--- src/rtl/uart_rx_os.sv ---
// 16x-oversampling UART receiver: 8N1/8E1/8O1 frames, 3-sample majority vote,
// single holding register with frame/parity error and sticky overrun status.
module uart_rx_os #(
    parameter int DATA_BITS   = 8,
    parameter int SYNC_STAGES = 2
) (
    input  logic                 clk,
    input  logic                 rst,
    input  logic                 en,
    input  logic                 baud_os,
    input  logic                 rxd,
    input  logic                 par_en,
    input  logic                 par_odd,
    input  logic                 rx_rd,
    output logic [DATA_BITS-1:0] rx_data,
    output logic                 rx_valid,
    output logic                 frame_err,
    output logic                 parity_err,
    output logic                 overrun
);
    localparam int BCW = (DATA_BITS > 1) ? $clog2(DATA_BITS) : 1;

    typedef enum logic [2:0] {IDLE, START, DATA, PARITY, STOP} state_t;

    state_t                 state, state_next;
    logic [SYNC_STAGES-1:0] sync;
    logic                   rxd_s;
    logic                   baud_os_q;
    logic                   tick, adv;
    logic [3:0]             tc;
    logic [BCW-1:0]         bc;
    logic                   s7, s8, maj;
    logic                   armed;
    logic [DATA_BITS-1:0]   shreg;
    logic                   par_mis;
    logic                   commit, bit_end, start_det, frame_done;

    assign rxd_s = sync[SYNC_STAGES-1];
    assign tick  = baud_os ^ baud_os_q;
    assign adv   = tick & en;
    assign maj   = (s7 & s8) | (s7 & rxd_s) | (s8 & rxd_s);

    always_ff @(posedge clk or posedge rst) begin
        if (rst) state <= IDLE;
        else     state <= state_next;
    end

    always_comb begin
        state_next = state;
        if (!en) begin
            state_next = IDLE;
        end else begin
            case (state)
                IDLE:    if (start_det) state_next = START;
                START:   if (commit && maj) state_next = IDLE;
                         else if (bit_end)  state_next = DATA;
                DATA:    if (bit_end && bc == BCW'(DATA_BITS-1))
                             state_next = par_en ? PARITY : STOP;
                PARITY:  if (bit_end) state_next = STOP;
                STOP:    if (commit)  state_next = IDLE;
                default: state_next = IDLE;
            endcase
        end
    end

    always_comb begin
        commit     = adv && (tc == 4'd9) && (state != IDLE);
        bit_end    = adv && (tc == 4'd15);
        // After a frame, a new start needs the line to have gone high first (break handling).
        start_det  = (state == IDLE) && adv && !rxd_s && armed;
        frame_done = commit && (state == STOP);
    end

    always_ff @(posedge clk or posedge rst) begin
        if (rst) begin
            sync       <= '1;
            baud_os_q  <= 1'b0;
            armed      <= 1'b1;
            tc         <= '0;
            bc         <= '0;
            s7         <= 1'b1;
            s8         <= 1'b1;
            shreg      <= '0;
            par_mis    <= 1'b0;
            rx_data    <= '0;
            rx_valid   <= 1'b0;
            frame_err  <= 1'b0;
            parity_err <= 1'b0;
            overrun    <= 1'b0;
        end else begin
            sync      <= {sync[SYNC_STAGES-2:0], rxd};
            baud_os_q <= baud_os;

            if (frame_done) armed <= 1'b0;
            else if (rxd_s) armed <= 1'b1;

            if (state == IDLE || !en) tc <= '0;
            else if (adv)             tc <= tc + 4'd1;

            if (adv && tc == 4'd7) s7 <= rxd_s;
            if (adv && tc == 4'd8) s8 <= rxd_s;

            if (state == START) bc <= '0;
            else if (state == DATA && bit_end && bc != BCW'(DATA_BITS-1)) bc <= bc + BCW'(1);

            if (start_det)                      shreg     <= '0;
            else if (commit && state == DATA)   shreg[bc] <= maj;

            if (start_det)                      par_mis <= 1'b0;
            else if (commit && state == PARITY) par_mis <= maj ^ (^shreg) ^ par_odd;

            if (frame_done) begin
                rx_data    <= shreg;
                frame_err  <= ~maj;
                parity_err <= par_mis;
                rx_valid   <= 1'b1;
                if (rx_valid && !rx_rd) overrun <= 1'b1;
                else if (rx_rd)         overrun <= 1'b0;
            end else if (rx_rd && rx_valid) begin
                rx_valid <= 1'b0;
                overrun  <= 1'b0;
            end
        end
    end
endmodule

--- config.mk ---
export PLATFORM = sky130hd
export DESIGN_NAME = uart_rx_os
export DESIGN_NICKNAME = d
export VERILOG_FILES = /design/src/rtl/uart_rx_os.sv
export SDC_FILE = /design/constraint.sdc
export NUM_CORES = 1
export LEC_CHECK = 0
export BUFFER_PORTS_ARGS = -buffer_cell sky130_fd_sc_hd__buf_2
export CORE_MARGIN = 2
export CORE_UTILIZATION = 55
export DETAILED_ROUTE_END_ITERATION = 16
export PLACE_DENSITY = 0.72
export SYNTH_ARGS = -nofsm -noshare
export SYNTH_HDL_FRONTEND = slang
export SYNTH_SLANG_ARGS = --single-unit
--- constraint.sdc ---
create_clock -name clk -period 5.4 [get_ports clk]
set_input_delay 0.54 -clock clk [delete_from_list [all_inputs] [get_ports clk]]
set_output_delay 0.54 -clock clk [all_outputs]
set_load 0.01 [all_outputs]
* After elaboration in Yosys (flattened, before gate mapping) *
Cells that the tools add are included.

storage, ports and cells
  register bits = 37
  input port bits = 8
  output and inout bits = 12
  logic and storage cells = 105

cells by class
  add/sub/neg operators = 2
  magnitude comparators = 2
  eq/ne operators = 16
  muxes and demuxes = 27
  bitwise gates (word level) = 10
  reductions and logical operators = 33

operators with widths
  kind                   count
  $mux W3                10
  $logic_and A1 B1 Y1    18
  $mux W8                2
  $ne A3 B3 Y1 const B   5
  $pmux W3 S5            1
  $eq A4 B4 Y1 const B   3
  $reduce_bool A2 Y1     6
  $mux W1                10
  $bwmux W8              1
  $mux W4                2
  $reduce_xor A8 Y1      1
  $eq A3 B2 Y1 const B   2
  $eq A3 B3 Y1 const B   2
  $reduce_and A5 Y1      1
  $add A4 B1 Y4 const B  1
  $and A1 B1 Y1          4
  $eq A4 B3 Y1 const B   1
  $lt A3 B4 Y1 const B   1
  $ne A4 B4 Y1 const B   1
  $add A3 B1 Y3 const B  1
  $demux W1 S3           1
  $eq A3 B1 Y1 const B   1
  $ge A3 B1 Y1 const B   1
  $logic_not A1 Y1       3
  8 further kinds        11

* Depth between registers and ports, before layout *
Gate-level depths: netlist of run 1.

  depth after elaboration = 8
  mapped depth = 8
  depth with buffers taken out = 7

* Worst setup path after synthesis of run 1 *
No wires, ideal clock.

  path type = input to register
  start point = input port en
  end point = register rx_data[0]
  setup time = 0.125 ns
  arrival time = 1.847 ns
  data required time = 5.275 ns
  path slack = 3.428 ns
  stages on the path = 6
  path buffers = 2
  path through = buf_4 o31ai_4 or3b_4 nor2_4 buf_6 mux2_2

on the way
  cells in the longest elaborated chain, start to end = 4

ends and longest elaborated chain
  element                           RTL line  RTL
  start, declared                   9         input logic en,
  $and A1 B1 Y1                     40        assign adv = tick & en;
  $logic_and A1 B1 Y1 (2 in a row)  67        commit = adv && (tc == 4'd9) && (state != IDLE);
  $logic_and A1 B1 Y1               71        frame_done = commit && (state == STOP);
  end signal, assigned              113       rx_data <= shreg;
  end, declared                     15        output logic [DATA_BITS-1:0] rx_data,

Every way passes these cells.
A chain may end at the register's enable or synchronous reset.

* Final worst setup path of run 1 *
  start point = register tc[1]
  end point = register rx_data[2]

on the way
  cells in the longest elaborated chain, start to end = 4

ends and longest elaborated chain
  element                           RTL line  RTL
  start, declared                   30        logic [3:0] tc;
  start signal, assigned            98        else if (adv) tc <= tc + 4'd1;
  $eq A4 B4 Y1                      67
  $logic_and A1 B1 Y1 (2 in a row)  67
  $logic_and A1 B1 Y1               71

Every way passes these cells.

==> results.sh, run 1 <==
export IMPL_finalInstanceArea_um2=2170
export IMPL_clk_latency_ns=0.34
export IMPL_cts_htree_levels=2
export IMPL_wl_per_cell_um=15.4
export IMPL_critPathLaunchType="flip-flop"
export IMPL_die_y_um=64.2
export IMPL_clkSlewWorstSetupHoldPaths_ns=0.11
export IMPL_grt_overflow=0
export IMPL_layout_worst_path_cycle_share=0.395
export IMPL_status="finished, final reports clean"
export IMPL_rsz0062_at_grt="false"
export IMPL_dieWidth_um=64.2
export IMPL_fill_cells=286
export IMPL_dr_pass1_iters=4
export IMPL_ys_flop_type="dfrtp_1"
export IMPL_fin_worst_skew_ns=0.0121
export IMPL_area_growth_syn_to_layout_pct=8.98
export IMPL_grt_busiest_layer="met2"
export IMPL_dp_hpwl_mm=2.53
export IMPL_post_cts_buffers=0
export IMPL_clock_root_buffer="clkbuf_4"
export IMPL_antenna_found_initial=0
export IMPL_cap_violations=0
export IMPL_fmax_ghz=0.468
export IMPL_dpl_instance_area_um2=2080
export IMPL_io_buffers=19
export IMPL_grt_total_usage=0.204
export IMPL_crit_buf_inv=1
export IMPL_boundaryPins=20
export IMPL_seqCellArea_um2=932
export IMPL_antennaDiodeCount=0
export IMPL_num_vias=1343
export IMPL_final_setup_viol_count=0
export IMPL_p_leak_uw=0.00103
export IMPL_slew_viol_final=0
export IMPL_die_area_um2=4120
export IMPL_cts_made_buffers=5
export IMPL_start_util=0.583
export IMPL_cp_end_kind="flip-flop"
export IMPL_drtIter0Drc=52
export IMPL_first_global_vias=1347
export IMPL_crit_chain="inv_1, ha_1, nand3b_1, or3b_4, nor2_4, mux2_2"
export IMPL_p_per_area_nw_per_um2=240
export IMPL_crit_fanout=14
export IMPL_via_per_inst=5.62
export IMPL_synth_edf_count=0
export IMPL_hold_violations=0
export IMPL_netlist_instances=175
export IMPL_cts_resized=0
export IMPL_grt_pass1_wl_mm=6.42
export IMPL_netlist_area_um2=1990
export IMPL_hold_buffers=0
export IMPL_yosysTopAreaCell="dfrtp_1"
export IMPL_ys_warn_count=0
export IMPL_path_delay_family="simple AND/OR/NAND/NOR gates"
export IMPL_cts_sinks=37
export IMPL_multi_input_area_um2=975
export IMPL_core_area_um2=3420
export IMPL_max_slew_margin_rel=0.434
export IMPL_post_synth_top_count_cell="dfrtp_1"
export IMPL_arrival_ns=2.36
export IMPL_syn_nets=188
export IMPL_syn_avg_cell_area_um2=11.4
export IMPL_fin_crit_ns=2.14
export IMPL_max_stage_delay_ns=0.47
export IMPL_required_ns=5.63
export IMPL_use_met3=0.0546
export IMPL_ant_nets=0
export IMPL_irDropWorstVdd_v=0.000193
export IMPL_gr_usage_met2=0.323
export IMPL_cts_buffer_depth=2
export IMPL_synth_top_area_frac=0.402
export IMPL_drt_total_wl_mm=3.68
export IMPL_synth_seq_cells=37
export IMPL_yosysUniqueCellTypes=44
export IMPL_cts_tree="built"
export IMPL_synth_commonest_cells="32 x dfrtp_1, 24 x nor2_1, 12 x mux2_2"
export IMPL_drive_gt1_frac=0.285
export IMPL_layout_nets=205
export IMPL_async_flop_share=1.00
export IMPL_fin_setup_tns_ns=0
export IMPL_crit_type="flip-flop to flip-flop"
export IMPL_tightest_slew_ns=0.847
export IMPL_ys_seq_area_frac=0.468
export IMPL_grt_start_max_net_pins=38
export IMPL_drc=0
export IMPL_post_route_util=0.636
export IMPL_met1_usage=0.277
export IMPL_core_rowCount=21
export IMPL_slowest_stage="or3b_4"
export IMPL_synth_area_leaders="dfrtp_1 40%, mux2_2 6.8%, dfstp_2 6.6%"
export IMPL_hp_class="input pin to async pin"
export IMPL_place_congestion=0.816
-- path summary, 6_finish.rpt --
check,end,slack (ns),startpoint,cells after the start
setup / recovery,rx_data[2],3.26,tc[1],6
min in group clk,sync[0],0.30,rxd,1
hold / removal,rx_data[4],0.29,rst,3
setup reg to reg,rx_data[2],3.26,tc[1],6
max in group asynchronous,s7,4.76,rst,3
hold reg to reg,sync[1],0.37,sync[0],0
-- layout by cell type, fill, tap and decap left out, drive strengths merged, types with 3 or more instances in the layout --
cell     n
nand3    5
nor2b    3
nand2    8
xnor2    7
inv      4
o31ai    3
ha       5
a21oi    3
dfstp    5
nor2    25
nand4b   6
xor2     4
nor3b    4
mux2    12
nand4    4
dfrtp   32
buf     20
clkbuf   6
mux2i   11
-- layout make-up --
class | count | share of cell area
Sequential cell | 37 | 0.429
Clock buffer | 6 | 0.0236
Clock inverter | 2 | 0.0173
Timing Repair Buffer | 20 | 0.0473
Multi-Input combinational cell | 124 | 0.449
Tap cell | 46 | 0.0265
Inverter | 4 | 0.00692
-- report_power, final --
part / internal (uW) / switching, uW / total (uW) / leakage, uW
sequential: 280 / 5.08 / 285 / 0.000491
combinational: 12.7 / 20.1 / 32.8 / 0.000497
clock: 110 / 92.5 / 203 / 0.0000445
total: 403 / 118 / 520 / 0.00103
-- stage by stage --
stage	std cells	hold WS, ns	total power, uW	worst slack, ns
2_1_floorplan	175	0.345	316	3.43
3_3_place_gp	231	0.348	322	3.19
3_5_place_dp	231	0.352	323	3.11
4_1_cts	239	0.276	527	3.27
5_1_grt	239	0.251	547	3.16
6_report	239	0.286	520	3.26
-- state kept, by name, indices dropped and copies added (netlist names), 2 cells and up --
register / flops
bc: 3
shreg: 8
state: 3
sync: 2
tc: 4
rx_data: 8
-- logic make-up after synthesis --
logic type      synth area share
xor+xnor                  0.0634
fa+ha+maj                 0.0364
flops                      0.468
compound gates            0.0628
simple gates               0.204
buf+inv                   0.0427
mux                        0.123
-- per-layer routing --
| metal | wire length (um) | share of wire |
|---|---|---|
| met5 | 0 | 0 |
| met3 | 111 | 0.030 |
| met1 | 1770 | 0.48 |
| met4 | 18 | 0.0049 |
| met2 | 1780 | 0.48 |
-- tightest hold or removal path: stages --
cell and delay [ns]:
buf_2 0.09, inv_1 0.04, buf_4 0.39
Power figures use the tool's default switching activity.
==> run 2: changes to the inputs <==
Clock period 5.4 ns to 2.2 ns, I/O delays scaled along.
==> run 2 against run 1 <==
First-iteration DRC count decreased by 42%. Sequential share of layout area decreased by 1.1 points. Cell count increased by 2.9%. Power increased by 150%. Cell area increased by 2.7%. Sequential power increased by 140%. Non-clock buffer count increased by 7. Clock skew increased by 0.0050 ns. Die area unchanged. Fmax increased by 4.3%. Critical path type unchanged. Highest routed layer unchanged.
==> results.sh, run 2 (synthesized netlist as in run 1, its figures left out) <==
export IMPL_cts_buffer_depth=2
export IMPL_startpoint="state[2]"
export IMPL_dpl_instance_area_um2=2120
export IMPL_netSwitchingPower_uw=299
export IMPL_die_y_um=64.2
export IMPL_start_util=0.583
export IMPL_drtIter0Drc=30
export IMPL_die_area_um2=4120
export IMPL_fmax_ghz=0.488
export IMPL_crit_type="flip-flop to flip-flop"
export IMPL_arrival_ns=2.30
export IMPL_num_vias=1381
export IMPL_grt_total_usage=0.216
export IMPL_grt_pass1_wl_mm=6.71
export IMPL_reg_top3="rx_data x8, shreg x8, tc x4"
export IMPL_pwr_share_clk=0.391
export IMPL_slew_viol_final=0
export IMPL_fin_crit_ns=2.05
export IMPL_io_buffers=19
export IMPL_fin_worst_skew_ns=0.0171
export IMPL_boundaryPins=20
export IMPL_place_congestion=0.790
export IMPL_core_rowCount=21
export IMPL_clk_latency_ns=0.36
export IMPL_cap_violations=0
export IMPL_layout_worst_path_cycle_share=0.931
export IMPL_hp_start="baud_os"
export IMPL_crit_fanout=14
export IMPL_r2r_start="state[2]"
export IMPL_cts_made_buffers=5
export IMPL_drc=0
export IMPL_cts_resized=0
export IMPL_cts_tree="built"
export IMPL_hp_class="input pin to flip-flop"
export IMPL_p_per_area_nw_per_um2=581
export IMPL_crit_chain="o31ai_4, or3b_4, nor2_4, mux2_2"
export IMPL_cp_end_kind="flip-flop"
export IMPL_clock_root_buffer="clkbuf_4"
export IMPL_first_global_vias=1421
export IMPL_critPathLaunchType="flip-flop"
export IMPL_slowest_stage="dfrtp_1"
export IMPL_grt_overflow=0
export IMPL_fin_setup_tns_ns=0
export IMPL_grt_start_max_net_pins=38
export IMPL_dp_hpwl_mm=2.73
export IMPL_status="finished, final reports clean"
export IMPL_rsz0062_at_grt="false"
export IMPL_cts_sinks=37
export IMPL_layout_commonest_cell="dfrtp_1"
export IMPL_required_ns=2.45
export IMPL_drt_total_wl_mm=3.78
export IMPL_fill_cells=291
export IMPL_tightest_slew_ns=0.531
export IMPL_finalInstanceArea_um2=2230
export IMPL_p_int_uw=995
export IMPL_dr_pass1_iters=4
export IMPL_antennaDiodeCount=0
export IMPL_irDropWorstVdd_v=0.000413
export IMPL_area_growth_syn_to_layout_pct=11.9
export IMPL_clkSlewWorstSetupHoldPaths_ns=0.12
export IMPL_final_setup_viol_count=0
export IMPL_drive_gt1_frac=0.300
export IMPL_rrSetupSlack_ns=0.15
export IMPL_antenna_found_initial=0
export IMPL_layout_nets=212
export IMPL_dieWidth_um=64.2
export IMPL_wl_per_cell_um=15.4
export IMPL_seqPwrFrac=0.536
export IMPL_max_stage_delay_ns=0.55
export IMPL_max_slew_margin_rel=0.646
export IMPL_core_area_um2=3420
export IMPL_ant_nets=0
export IMPL_p_leak_uw=0.00107
export IMPL_via_per_inst=5.61
export IMPL_cts_htree_levels=2
export IMPL_comb_power_share=0.073
export IMPL_layout_common_cells="32 x dfrtp_1, 24 x nor2_1, 19 x buf_2"
export IMPL_swShare=0.231
export IMPL_hold_violations=0
## run 2: worst max-delay path, delay by kind of cell, from the launching register on
family	cells	cell delay, ns
compound gates	1	0.17
flops	1	0.55
mux	1	0.38
simple gates	2	0.83
## run 2: repair_timing
item	CTS	global route
hold buffers	2	0
setup endpoints to repair	0	0
endpoints found under the hold margin	33	0
buffers inserted	0	0
## run 2: path summary, 6_finish.rpt
check,cells past startpoint,endpoint
min in group asynchronous,4,tc[2]
setup / recovery,4,parity_err
max in group asynchronous,4,s7
hold / removal,1,baud_os_q
hold reg to reg,0,sync[1]
setup reg to reg,4,parity_err
## run 2: area by class of cell
cell class / instances / area (um^2) / area share
multi-input combinational: 124 / 975 / 0.437
sequential: 37 / 932 / 0.418
timing repair buffer: 27 / 160 / 0.0719
tap: 46 / 57.6 / 0.0258
clock buffer: 6 / 51.3 / 0.0230
clock inverter: 2 / 37.5 / 0.0168
inverter: 4 / 15.0 / 0.00674
## run 2: power groups by stage
stage	Combinational (uW)	Clock, uW	Sequential (uW)
final	94.0	507	694
after detailed placement	91.9	0	706
after global placement	88.1	0	706
after CTS	94.8	518	694
after global routing	105	554	695
after floorplan	69.9	0	705
## run 2: routing by layer
metal  vias up  global-route usage  share of wire
met4         0              0.0798          0.018
met5         -                   0              0
met3        11              0.0757          0.050
met2        40               0.337           0.48
li1        661                   -              -
met1       669               0.276           0.45
## run 2: per-stage QoR
step,power [uW],hold WS (ns),setup WS [ns],std cells,util
finish,1290,0.0263,0.152,246,0.652
global route,1350,0.00221,0.0197,246,0.652
CTS,1310,0.0161,0.147,246,0.652
detailed placement,798,0.331,0.138,236,0.621
global placement,794,0.327,0.227,236,0.621
floorplan,775,0.224,0.279,175,-
==> run 3: changes to the inputs <==
Settings changed: CELL_PAD_IN_SITES_DETAIL_PLACEMENT set to 1, CELL_PAD_IN_SITES_GLOBAL_PLACEMENT set to 1, CORE_UTILIZATION 55 to 46, PLACE_DENSITY 0.72 to 0.75, REMOVE_ABC_BUFFERS set to 1.
==> run 3 against run 2 <==
Clock skew fell by 0.012 ns. Count of clock-buffer cells in the layout rose by 1. Fmax rose by 1.8%. Via count rose by 0.51%. Cell count rose by 2.0%. Flip-flop and latch count did not move. Hold slack improved by 0.0036 ns. Worst setup slack improved by 0.036 ns. Critical path type unchanged. Largest power group unchanged. Highest routed layer unchanged.
==> results.sh, run 3 (synthesized netlist as in run 1, its figures left out) <==
export IMPL_cts_buffer_depth=2
export IMPL_cts_tree="built"
export IMPL_place_congestion=0.828
export IMPL_core_rowCount=23
export IMPL_grt_total_usage=0.193
export IMPL_first_global_vias=1444
export IMPL_crit_buf_inv=2
export IMPL_r2r_start="tc[1]"
export IMPL_grt_overflow=0
export IMPL_cts_htree_levels=2
export IMPL_grt_start_max_net_pins=38
export IMPL_swShare=0.235
export IMPL_arrival_ns=2.19
export IMPL_wl_per_cell_um=16.9
export IMPL_required_ns=2.37
export IMPL_num_vias=1388
export IMPL_dp_hpwl_mm=3.14
export IMPL_cap_violations=0
export IMPL_dieWidth_um=69.8
export IMPL_tightest_slew_ns=0.479
export IMPL_irDropWorstVdd_v=0.000404
export IMPL_grt_pass1_wl_mm=7.29
export IMPL_layout_worst_path_cycle_share=0.914
export IMPL_hold_buffers=0
export IMPL_drtIter0Drc=157
export IMPL_clkSlewWorstSetupHoldPaths_ns=0.07
export IMPL_core_area_um2=4090
export IMPL_reg_top3="rx_data x8, shreg x8, tc x4"
export IMPL_netSwitchingPower_uw=300
export IMPL_fin_setup_tns_ns=0
export IMPL_cp_end_kind="flip-flop"
export IMPL_layout_common_cells="32 x dfrtp_1, 24 x nor2_1, 19 x buf_2"
export IMPL_max_slew_margin_rel=0.680
export IMPL_area_growth_syn_to_layout_pct=13.1
export IMPL_worstRegToRegCells=7
export IMPL_die_y_um=69.8
export IMPL_p_per_area_nw_per_um2=567
export IMPL_fmax_ghz=0.497
export IMPL_p_leak_uw=0.00108
export IMPL_cts_sinks=37
export IMPL_clk_latency_ns=0.29
export IMPL_fin_worst_skew_ns=0.00556
export IMPL_clock_root_buffer="clkbuf_8"
export IMPL_layout_commonest_cell="dfrtp_1"
export IMPL_r2r_end="rx_data[4]"
export IMPL_drc=0
export IMPL_drive_gt1_frac=0.308
export IMPL_slowest_stage="or3b_4"
export IMPL_rrSetupSlack_ns=0.19
export IMPL_seqPwrFrac=0.543
export IMPL_status="finished, final reports clean"
export IMPL_ant_nets=0
export IMPL_antenna_found_initial=0
export IMPL_hp_class="input pin to async pin"
export IMPL_dr_pass1_iters=4
export IMPL_start_util=0.487
export IMPL_pwr_share_clk=0.383
export IMPL_hold_violations=0
export IMPL_crit_fanout=14
export IMPL_critPathLaunchType="flip-flop"
export IMPL_boundaryPins=20
export IMPL_slew_viol_final=0
export IMPL_crit_type="flip-flop to flip-flop"
export IMPL_max_stage_delay_ns=0.45
export IMPL_final_setup_viol_count=0
export IMPL_fin_crit_ns=2.01
export IMPL_setup_slack_ns=0.188
export IMPL_crit_chain="inv_1, ha_1, nand3b_1, or3b_4, nor2_4, buf_12, mux2_2"
export IMPL_io_buffers=19
export IMPL_dp_slack_ns=0.0998
export IMPL_rsz0062_at_grt="false"
export IMPL_die_area_um2=4870
export IMPL_antennaDiodeCount=0
export IMPL_via_per_inst=5.53
export IMPL_startpoint="tc[1]"
export IMPL_drt_total_wl_mm=4.25
export IMPL_p_int_uw=977
export IMPL_cts_made_buffers=5
export IMPL_comb_power_share=0.074
export IMPL_path_delay_family="simple AND/OR/NAND/NOR gates"
export IMPL_cts_resized=0
export IMPL_layout_nets=213
-- run 3: cell count changes in the layout (fill, tap and decap cells not counted) --
| cell | before | now |
|---|---|---|
| clkbuf_8 | 1 | 6 |
| clkbuf_1 | 0 | 1 |
| buf_12 | 0 | 1 |
| dlygate4sd3_1 | 2 | 0 |
| clkbuf_4 | 5 | 0 |
| bufinv_16 | 1 | 0 |
| buf_4 | 6 | 8 |
-- run 3: worst min-delay path, stage by stage --
cell,delay [ns]
buf_2,0.09
inv_1,0.04
buf_4,0.40
-- run 3: power by group through the flow --
stage | Combinational [uW] | Clock (uW) | Sequential, uW
4_1_cts | 95.4 | 507 | 694
6_report | 94.7 | 489 | 694
2_1_floorplan | 56.5 | 0 | 709
5_1_grt | 106 | 547 | 694
3_5_place_dp | 95.2 | 0 | 706
3_3_place_gp | 90.2 | 0 | 706
-- run 3: final cells by class --
class | instances | area [um^2]
flip-flops and latches | 37 | 932
clock inverters | 1 | 7.51
fillers | 462 | 1830
clock buffers | 7 | 86.3
repair buffers | 28 | 175
well taps | 50 | 62.6
inverters | 4 | 15.0
multi-input cells | 124 | 975
-- run 3: metal layers --
| metal | global-route usage | routed length [um] | up-vias |
|---|---|---|---|
| met5 | 0 | 0 | - |
| met4 | 0.0577 | 43 | 0 |
| met3 | 0.0567 | 187 | 4 |
| met2 | 0.301 | 1990 | 29 |
| met1 | 0.262 | 2030 | 692 |
| li1 | - | - | 663 |
-- run 3: worst max path at each step --
stage,slack [ns],to,cells past startpoint
after floorplan,0.28,parity_err,6
after global placement,0.21,rx_data[0],4
after global routing,0.12,rx_data[7],7
after detailed placement,0.1,rx_data[6],6
after CTS,0.09,rx_data[7],6
final,0.19,rx_data[4],7
-- run 3: what timing repair did --
action                                  in CTS  in global routing
endpoints found under the setup margin       0                  6
hold endpoints to repair                     0                  0
buffers inserted                             0                  2
-- run 3: stage by stage --
| stage | cell area, um^2 | utilization | cells | hold slack [ns] | total power, uW |
|---|---|---|---|---|---|
| after floorplan | 1920 | - | 165 | 0.224 | 766 |
| after global placement | 2130 | 0.522 | 241 | 0.326 | 796 |
| after detailed placement | 2130 | 0.522 | 241 | 0.327 | 801 |
| after CTS | 2230 | 0.545 | 249 | 0.0181 | 1300 |
| after global routing | 2250 | 0.551 | 251 | 0.00318 | 1350 |
| final | 2250 | 0.551 | 251 | 0.0298 | 1280 |
